$ cat src/rtl/neuron_mac_seq_pkg.sv
// neuron_mac_seq_pkg: shared FSM states, accumulator sizing and saturation limits
package neuron_mac_seq_pkg;
  typedef enum logic [1:0] {S_IDLE, S_MAC, S_ACT} state_e;
  function automatic int acc_w(int w);
    return 2 * w + 4;
  endfunction
  function automatic int sat_max(int w);
    return (1 << (w - 1)) - 1;
  endfunction
  function automatic int sat_min(int w);
    return -(1 << (w - 1));
  endfunction
endpackage

$ cat src/rtl/neuron_activation.sv
// neuron_activation: combinational floor-shift, optional ReLU and saturation to Width bits
module neuron_activation
  import neuron_mac_seq_pkg::*;
#(
  parameter int Width = 10,
  parameter int Frac  = 5,
  parameter int Relu  = 1,
  parameter int AccW  = 24
) (
  input  logic signed [AccW-1:0]  acc_i,
  output logic signed [Width-1:0] y_o
);
  localparam logic signed [AccW-1:0] MaxV = AccW'(sat_max(Width));
  localparam logic signed [AccW-1:0] MinV = AccW'(sat_min(Width));
  logic signed [AccW-1:0] r, rr;
  assign r   = acc_i >>> Frac;
  assign rr  = (Relu != 0 && r[AccW-1]) ? '0 : r;
  assign y_o = (rr > MaxV) ? MaxV[Width-1:0] : (rr < MinV) ? MinV[Width-1:0] : rr[Width-1:0];
endmodule

$ cat src/rtl/neuron_mac_seq.sv
// neuron_mac_seq: snapshot 10 taps/weights, one MAC per cycle, then activate and pulse Valid
module neuron_mac_seq
  import neuron_mac_seq_pkg::*;
#(
  parameter int Width = 10,
  parameter int Frac  = 5,
  parameter int Relu  = 1
) (
  input  logic                    CLK,
  input  logic                    reset,
  input  logic                    Start,
  input  logic signed [Width-1:0] X0, X1, X2, X3, X4, X5, X6, X7, X8, X9,
  input  logic signed [Width-1:0] W0, W1, W2, W3, W4, W5, W6, W7, W8, W9,
  input  logic signed [Width-1:0] Bias,
  output logic signed [Width-1:0] Y,
  output logic                    Valid,
  output logic                    Busy
);
  localparam int AccW = acc_w(Width);
  state_e                  state_q, state_d;
  logic signed [Width-1:0] x_in [10];
  logic signed [Width-1:0] w_in [10];
  logic signed [Width-1:0] xs_q [10];
  logic signed [Width-1:0] xs_d [10];
  logic signed [Width-1:0] ws_q [10];
  logic signed [Width-1:0] ws_d [10];
  logic signed [AccW-1:0]  acc_q, acc_d;
  logic [3:0]              idx_q, idx_d;
  logic signed [Width-1:0] y_q, y_d, act;
  logic                    valid_q, valid_d;
  logic signed [2*Width-1:0] prod;
  assign x_in = '{X0, X1, X2, X3, X4, X5, X6, X7, X8, X9};
  assign w_in = '{W0, W1, W2, W3, W4, W5, W6, W7, W8, W9};
  assign prod = xs_q[idx_q] * ws_q[idx_q];
  neuron_activation #(
    .Width(Width),
    .Frac (Frac),
    .Relu (Relu),
    .AccW (AccW)
  ) u_act (
    .acc_i(acc_q),
    .y_o  (act)
  );
  always_ff @(posedge CLK) begin
    if (reset) begin
      state_q <= S_IDLE;
      xs_q    <= '{default: '0};
      ws_q    <= '{default: '0};
      acc_q   <= '0;
      idx_q   <= '0;
      y_q     <= '0;
      valid_q <= 1'b0;
    end else begin
      state_q <= state_d;
      xs_q    <= xs_d;
      ws_q    <= ws_d;
      acc_q   <= acc_d;
      idx_q   <= idx_d;
      y_q     <= y_d;
      valid_q <= valid_d;
    end
  end
  // Bias is pre-scaled by Frac so it lines up with the Q(2*Frac) products
  always_comb begin
    state_d = state_q;
    xs_d    = xs_q;
    ws_d    = ws_q;
    acc_d   = acc_q;
    idx_d   = idx_q;
    y_d     = y_q;
    valid_d = 1'b0;
    unique case (state_q)
      S_IDLE: if (Start) begin
        xs_d    = x_in;
        ws_d    = w_in;
        acc_d   = AccW'(Bias) <<< Frac;
        idx_d   = '0;
        state_d = S_MAC;
      end
      S_MAC: begin
        acc_d   = acc_q + AccW'(prod);
        idx_d   = idx_q + 4'd1;
        state_d = (idx_q == 4'd9) ? S_ACT : S_MAC;
      end
      S_ACT: begin
        y_d     = act;
        valid_d = 1'b1;
        state_d = S_IDLE;
      end
      default: state_d = S_IDLE;
    endcase
  end
  assign Y     = y_q;
  assign Valid = valid_q;
  assign Busy  = (state_q != S_IDLE);
endmodule

$ cat config.mk
export PLATFORM = sky130hd
export DESIGN_NAME = neuron_mac_seq
export DESIGN_NICKNAME = d
export VERILOG_FILES = /design/src/rtl/neuron_mac_seq_pkg.sv /design/src/rtl/neuron_activation.sv /design/src/rtl/neuron_mac_seq.sv
export SDC_FILE = /design/constraint.sdc
export NUM_CORES = 1
export LEC_CHECK = 0
export CAP_MARGIN = 20
export CORE_ASPECT_RATIO = 1.2
export CORE_UTILIZATION = 50
export DETAILED_ROUTE_END_ITERATION = 10
export GPL_ROUTABILITY_DRIVEN = 0
export PLACE_DENSITY = 0.84
export SETUP_SLACK_MARGIN = 0.5
export SYNTH_ARGS = -nofsm -noshare
export SYNTH_HDL_FRONTEND = slang
export SYNTH_SLANG_ARGS = --single-unit
$ cat constraint.sdc
create_clock -name CLK -period 6 [get_ports CLK]
set_input_delay 1.5 -clock CLK [delete_from_list [all_inputs] [get_ports CLK]]
set_output_delay 1.5 -clock CLK [all_outputs]
set_load 0.005 [all_outputs]
==> impl_summary.txt <==
----------------------------------------------------
[Run status]
  Outcome ... finished with violations
  Failing checks ... negative setup slack

[Clocking]
  Clock transition at path regs ... approximately 0.06 ns
  Clock Tree Root ... sky130_fd_sc_hd__clkbuf_16
  Maximum clock path buffer count ... 3
  # clock sinks ... 241
  Hold Buf Count CTS ... 0
  Later-pin clock latency in the skew report ... between 0.5 and 0.6 ns
  TritonCTS buffer count ... 24
  H-tree levels ... 1
  Clock tree from TritonCTS ... built

[Yosys]
  Post-synth top area cell ... sky130_fd_sc_hd__dfxtp_1
  Warning count from the yosys run ... 0
  Simple-gate portion of the synthesized area ... 0.1669
  Post-synthesis net count ... around 2.2k
  Post-synthesis compound-gate area fraction ... 0.1228
  Sequential area share after synthesis ... 0.3183
  Dominant combinational cell family by area after synthesis ... adder cells
  Area of the mapped netlist ... approximately 15000 sq um
  Post-synthesis sequential element count ... roughly 240
  Leading register cell type out of synthesis ... sky130_fd_sc_hd__dfxtp_1
  Async S/R FF share, synth ... 0
  Leading cell types by total area after synthesis ... sky130_fd_sc_hd__dfxtp_1 (32%), sky130_fd_sc_hd__fa_1 (16%), sky130_fd_sc_hd__nand2_1 (12%)
  Number of distinct library cells after synthesis ... just under 60
  Area fraction of the dominant cell type after synthesis ... 0.3183
  Dominant cell by count in the synthesized netlist ... sky130_fd_sc_hd__nand2_1
  Number of cells produced by synthesis ... between 1.5k and 2k
  Most frequent cells after synthesis ... sky130_fd_sc_hd__nand2_1 (477), sky130_fd_sc_hd__dfxtp_1 (241), sky130_fd_sc_hd__a21oi_1 (239)
  Mean instance size in the synthesized netlist ... ~8.6 sq um
  Number of flops mapped to enable cells by yosys ... 0
  Adder-cell area share of the yosys netlist ... 0.2175
  Portion of netlist area occupied by mux cells ... 0.08776
  Xor-xnor portion of the synthesized cell area ... 0.01214

[Worst setup path]
  Launching element type of the critical path ... flip-flop
  Flop-to-flop setup slack ... -0.27 ns
  Critical Path Sink Type ... flip-flop
  Critical Path Source ... idx_q[0]
  Worst reg2reg path depth ... 24
  Biggest fanout along the worst timing path ... 8
  Worst path required time ... 6.37 ns
  Source of the worst register-to-register timing path ... idx_q[0]
  Reg2Reg Capture Point ... acc_q[17]
  WP data arrival ... around 6.7 ns
  Worst setup path class ... reg -> reg

[Routing]
  Sum of routed wire segments on met1 ... 17.34 mm
  Via total after detailed routing ... between 10k and 15k
  Highest routing layer actually used ... met4
  Number of nets still failing antenna checks after routing ... 0
  Met3 wire len ... 3.212 mm
  Avg WL per Cell ... approximately 19 um
  1st-pass router iterations ... 6
  Iteration-0 DRC count of the detailed router ... 1317
  Number of design rule violations left after detail routing ... 0
  Met2 wire length ... approximately 23 mm
  Post-detailed-route via-to-cell ratio ... 5.616
  Total length of routed wires ... between 40 and 50 mm

[Timing]
  Portion of the clock cycle consumed by the worst path in the final layout ... 1.046
  Pins Over Slew Limit ... 0
  Setup violation total in the final timing report ... 12
  Setup ws final ... -0.2748 ns
  Shortest clock period the worst path allows after layout ... approximately 6.3 ns
  Worst relative slew slack ... 0.3607
  Largest clock skew in the final design ... between 0.01 and 0.015 ns
  Worst slew pin tran ... around 0.96 ns
  Hold Slack ... about 0.45 ns
  FMAX ... ~160 MHz
  Unrepaired setup endpoints after global routing ... yes
  Aggregate negative setup slack ... -1.642 ns
  Final hold vios ... 0

[GRT]
  Largest net degree at the start of global routing ... approximately 210
  Global-route total usage across every layer ... 0.2951
  Vias in the first global route ... roughly 14k
  Global-route wire length before repair ... 72.64 mm
  Antenna violations before repair ... 1
  Leftover overflow at the end of global routing ... 0

[Floorplanning]
  Starting utilization of the core area ... 0.5103
  Cell Rows ... 69
  Count of pins on the block boundary ... 225
  X dimension of the die ... about 160 um
  Total Die Area ... between 30000 and 40000 sq um
  Core outline area ... between 20000 and 30000 sq um
  Die Y-Extent ... a little under 200 um

[Cells and area]
  Area growth syn-to-layout ... 34.67%
  Multi-input logic area ... around 10000 sq um
  Final standard cell area without fillers ... between 20000 and 25000 sq um
  Fill cell instance count of the final layout ... roughly 2.1k
  FF/Latch Area ... ~4800 sq um
  Final Instance Count excl. Fillers ... between 2k and 2.5k
  Share of post-route cells with drive strength above 1 ... 0.1697
  Final #Nets ... around 2.5k

[Pwr]
  Peak supply drop ... 0.1763 mV
  Ratio of total power to cell area ... 240.8 nW/um^2
  Leakage ... between 8 and 9 nW

[Placement]
  HPWL after detailed placement ... between 30 and 40 mm
  Port Buf Inserts ... 224
  Area post-placement ... approximately 18000 sq um
  Worst-case setup slack after placement ... -0.1765 ns
  Dpl cells ... approximately 2.4k

[Min path]
  Hold Path End ... ws_q[64]
  Hold_sp ... ws_q[64]
  Kind of path behind the tightest hold check ... reg -> reg
  Depth of the worst hold-timing path ... 2

[Job]
  Number of max-capacitance violations reported ... 0

----------------------------------------------------
-- power by group --
group	switching (mW)	internal [mW]
clock network	0.631	0.904
registers	0.0774	1.71
logic	0.834	0.763
total	1.54	3.37
-- final cells by class --
class | instances | share of cell area
sequential | 241 | 0.2367
tap | 390 | 0.02391
timing repair buffer | 359 | 0.1788
antenna | 1 | 0.0001226
inverter | 184 | 0.03427
multi-input combinational | 1238 | 0.4877
clock buffer | 33 | 0.03261
clock inverter | 8 | 0.005946
-- kinds of logic after synthesis --
group / count (synthesis)
fa+ha+maj: 189
buf+inv: 289
simple gates: 627
compound gates: 319
xor+xnor: 21
flops: 241
mux: 82
-- routing by layer --
metal | up-vias | global-route usage
li1 | 6293 | -
met1 | 6615 | 0.3452
met2 | 701 | 0.5300
met3 | 172 | 0.04040
met4 | 0 | 0.1459
met5 | - | 0
-- worst max path at each step --
stage,end,slack [ns],cells after the start
floorplan,acc_q[23],0.15,24
global placement,acc_q[23],-0.11,22
detailed placement,acc_q[23],-0.18,22
CTS,acc_q[23],-0.04,23
global route,acc_q[17],-0.43,24
finish,acc_q[17],-0.27,24
-- sequential cells by signal, indices dropped and copies added (netlist names) --
register and cells:
state_q 2, Valid 1, acc_q 24, Y 10, ws_q 100, idx_q 4, xs_q 100
-- metrics by stage --
stage	power, mW	util
global route	5.133	0.6873
global placement	3.049	0.6179
CTS	4.807	0.6786
detailed placement	3.116	0.6179
finish	4.915	0.6873
floorplan	2.607	-
-- placed cells by master, fill, tap and decap left out, drive strengths merged, types with 4 or more instances in the layout --
cell,count
dfxtp,241
xnor2,12
o21ai,11
ha,65
nand2b,6
a311oi,8
mux2i,41
clkdlybuf4s50,223
nand2,477
buf,136
a221oi,4
and2,14
inv,184
fa,124
nor3,12
nand3,9
o21bai,5
mux4,40
nor2b,17
a21o,8
nor2,76
a21oi,239
xor2,9
o22a,6
o22ai,22
clkbuf,33
or3,4
-- worst max-delay path: stages, from the launching register on --
cell	delay (ns)
sky130_fd_sc_hd__dfxtp_4	0.41
sky130_fd_sc_hd__buf_12	0.12
sky130_fd_sc_hd__buf_12	0.13
sky130_fd_sc_hd__mux4_2	0.55
sky130_fd_sc_hd__mux2i_1	0.20
sky130_fd_sc_hd__o22ai_2	0.16
sky130_fd_sc_hd__buf_4	0.20
sky130_fd_sc_hd__nand2_2	0.06
sky130_fd_sc_hd__fa_1	0.44
sky130_fd_sc_hd__inv_2	0.09
sky130_fd_sc_hd__fa_2	0.47
sky130_fd_sc_hd__fa_1	0.51
sky130_fd_sc_hd__fa_1	0.49
sky130_fd_sc_hd__inv_1	0.05
sky130_fd_sc_hd__fa_1	0.49
sky130_fd_sc_hd__inv_2	0.05
sky130_fd_sc_hd__ha_4	0.24
sky130_fd_sc_hd__a21o_1	0.19
sky130_fd_sc_hd__or3_4	0.34
sky130_fd_sc_hd__nand3_4	0.12
sky130_fd_sc_hd__buf_6	0.11
sky130_fd_sc_hd__nand2_4	0.05
sky130_fd_sc_hd__a221oi_2	0.28
sky130_fd_sc_hd__xor2_1	0.25
sky130_fd_sc_hd__o22ai_1	0.11
-- repair_timing --
item                                    4_1_cts  5_1_grt
buffers inserted                             26       10
gates cloned                                  6        0
pin swaps                                    54       36
endpoints found under the setup margin       16       18
resized for setup                           148       34
Note: power is estimated with default switching activity, not from simulation.
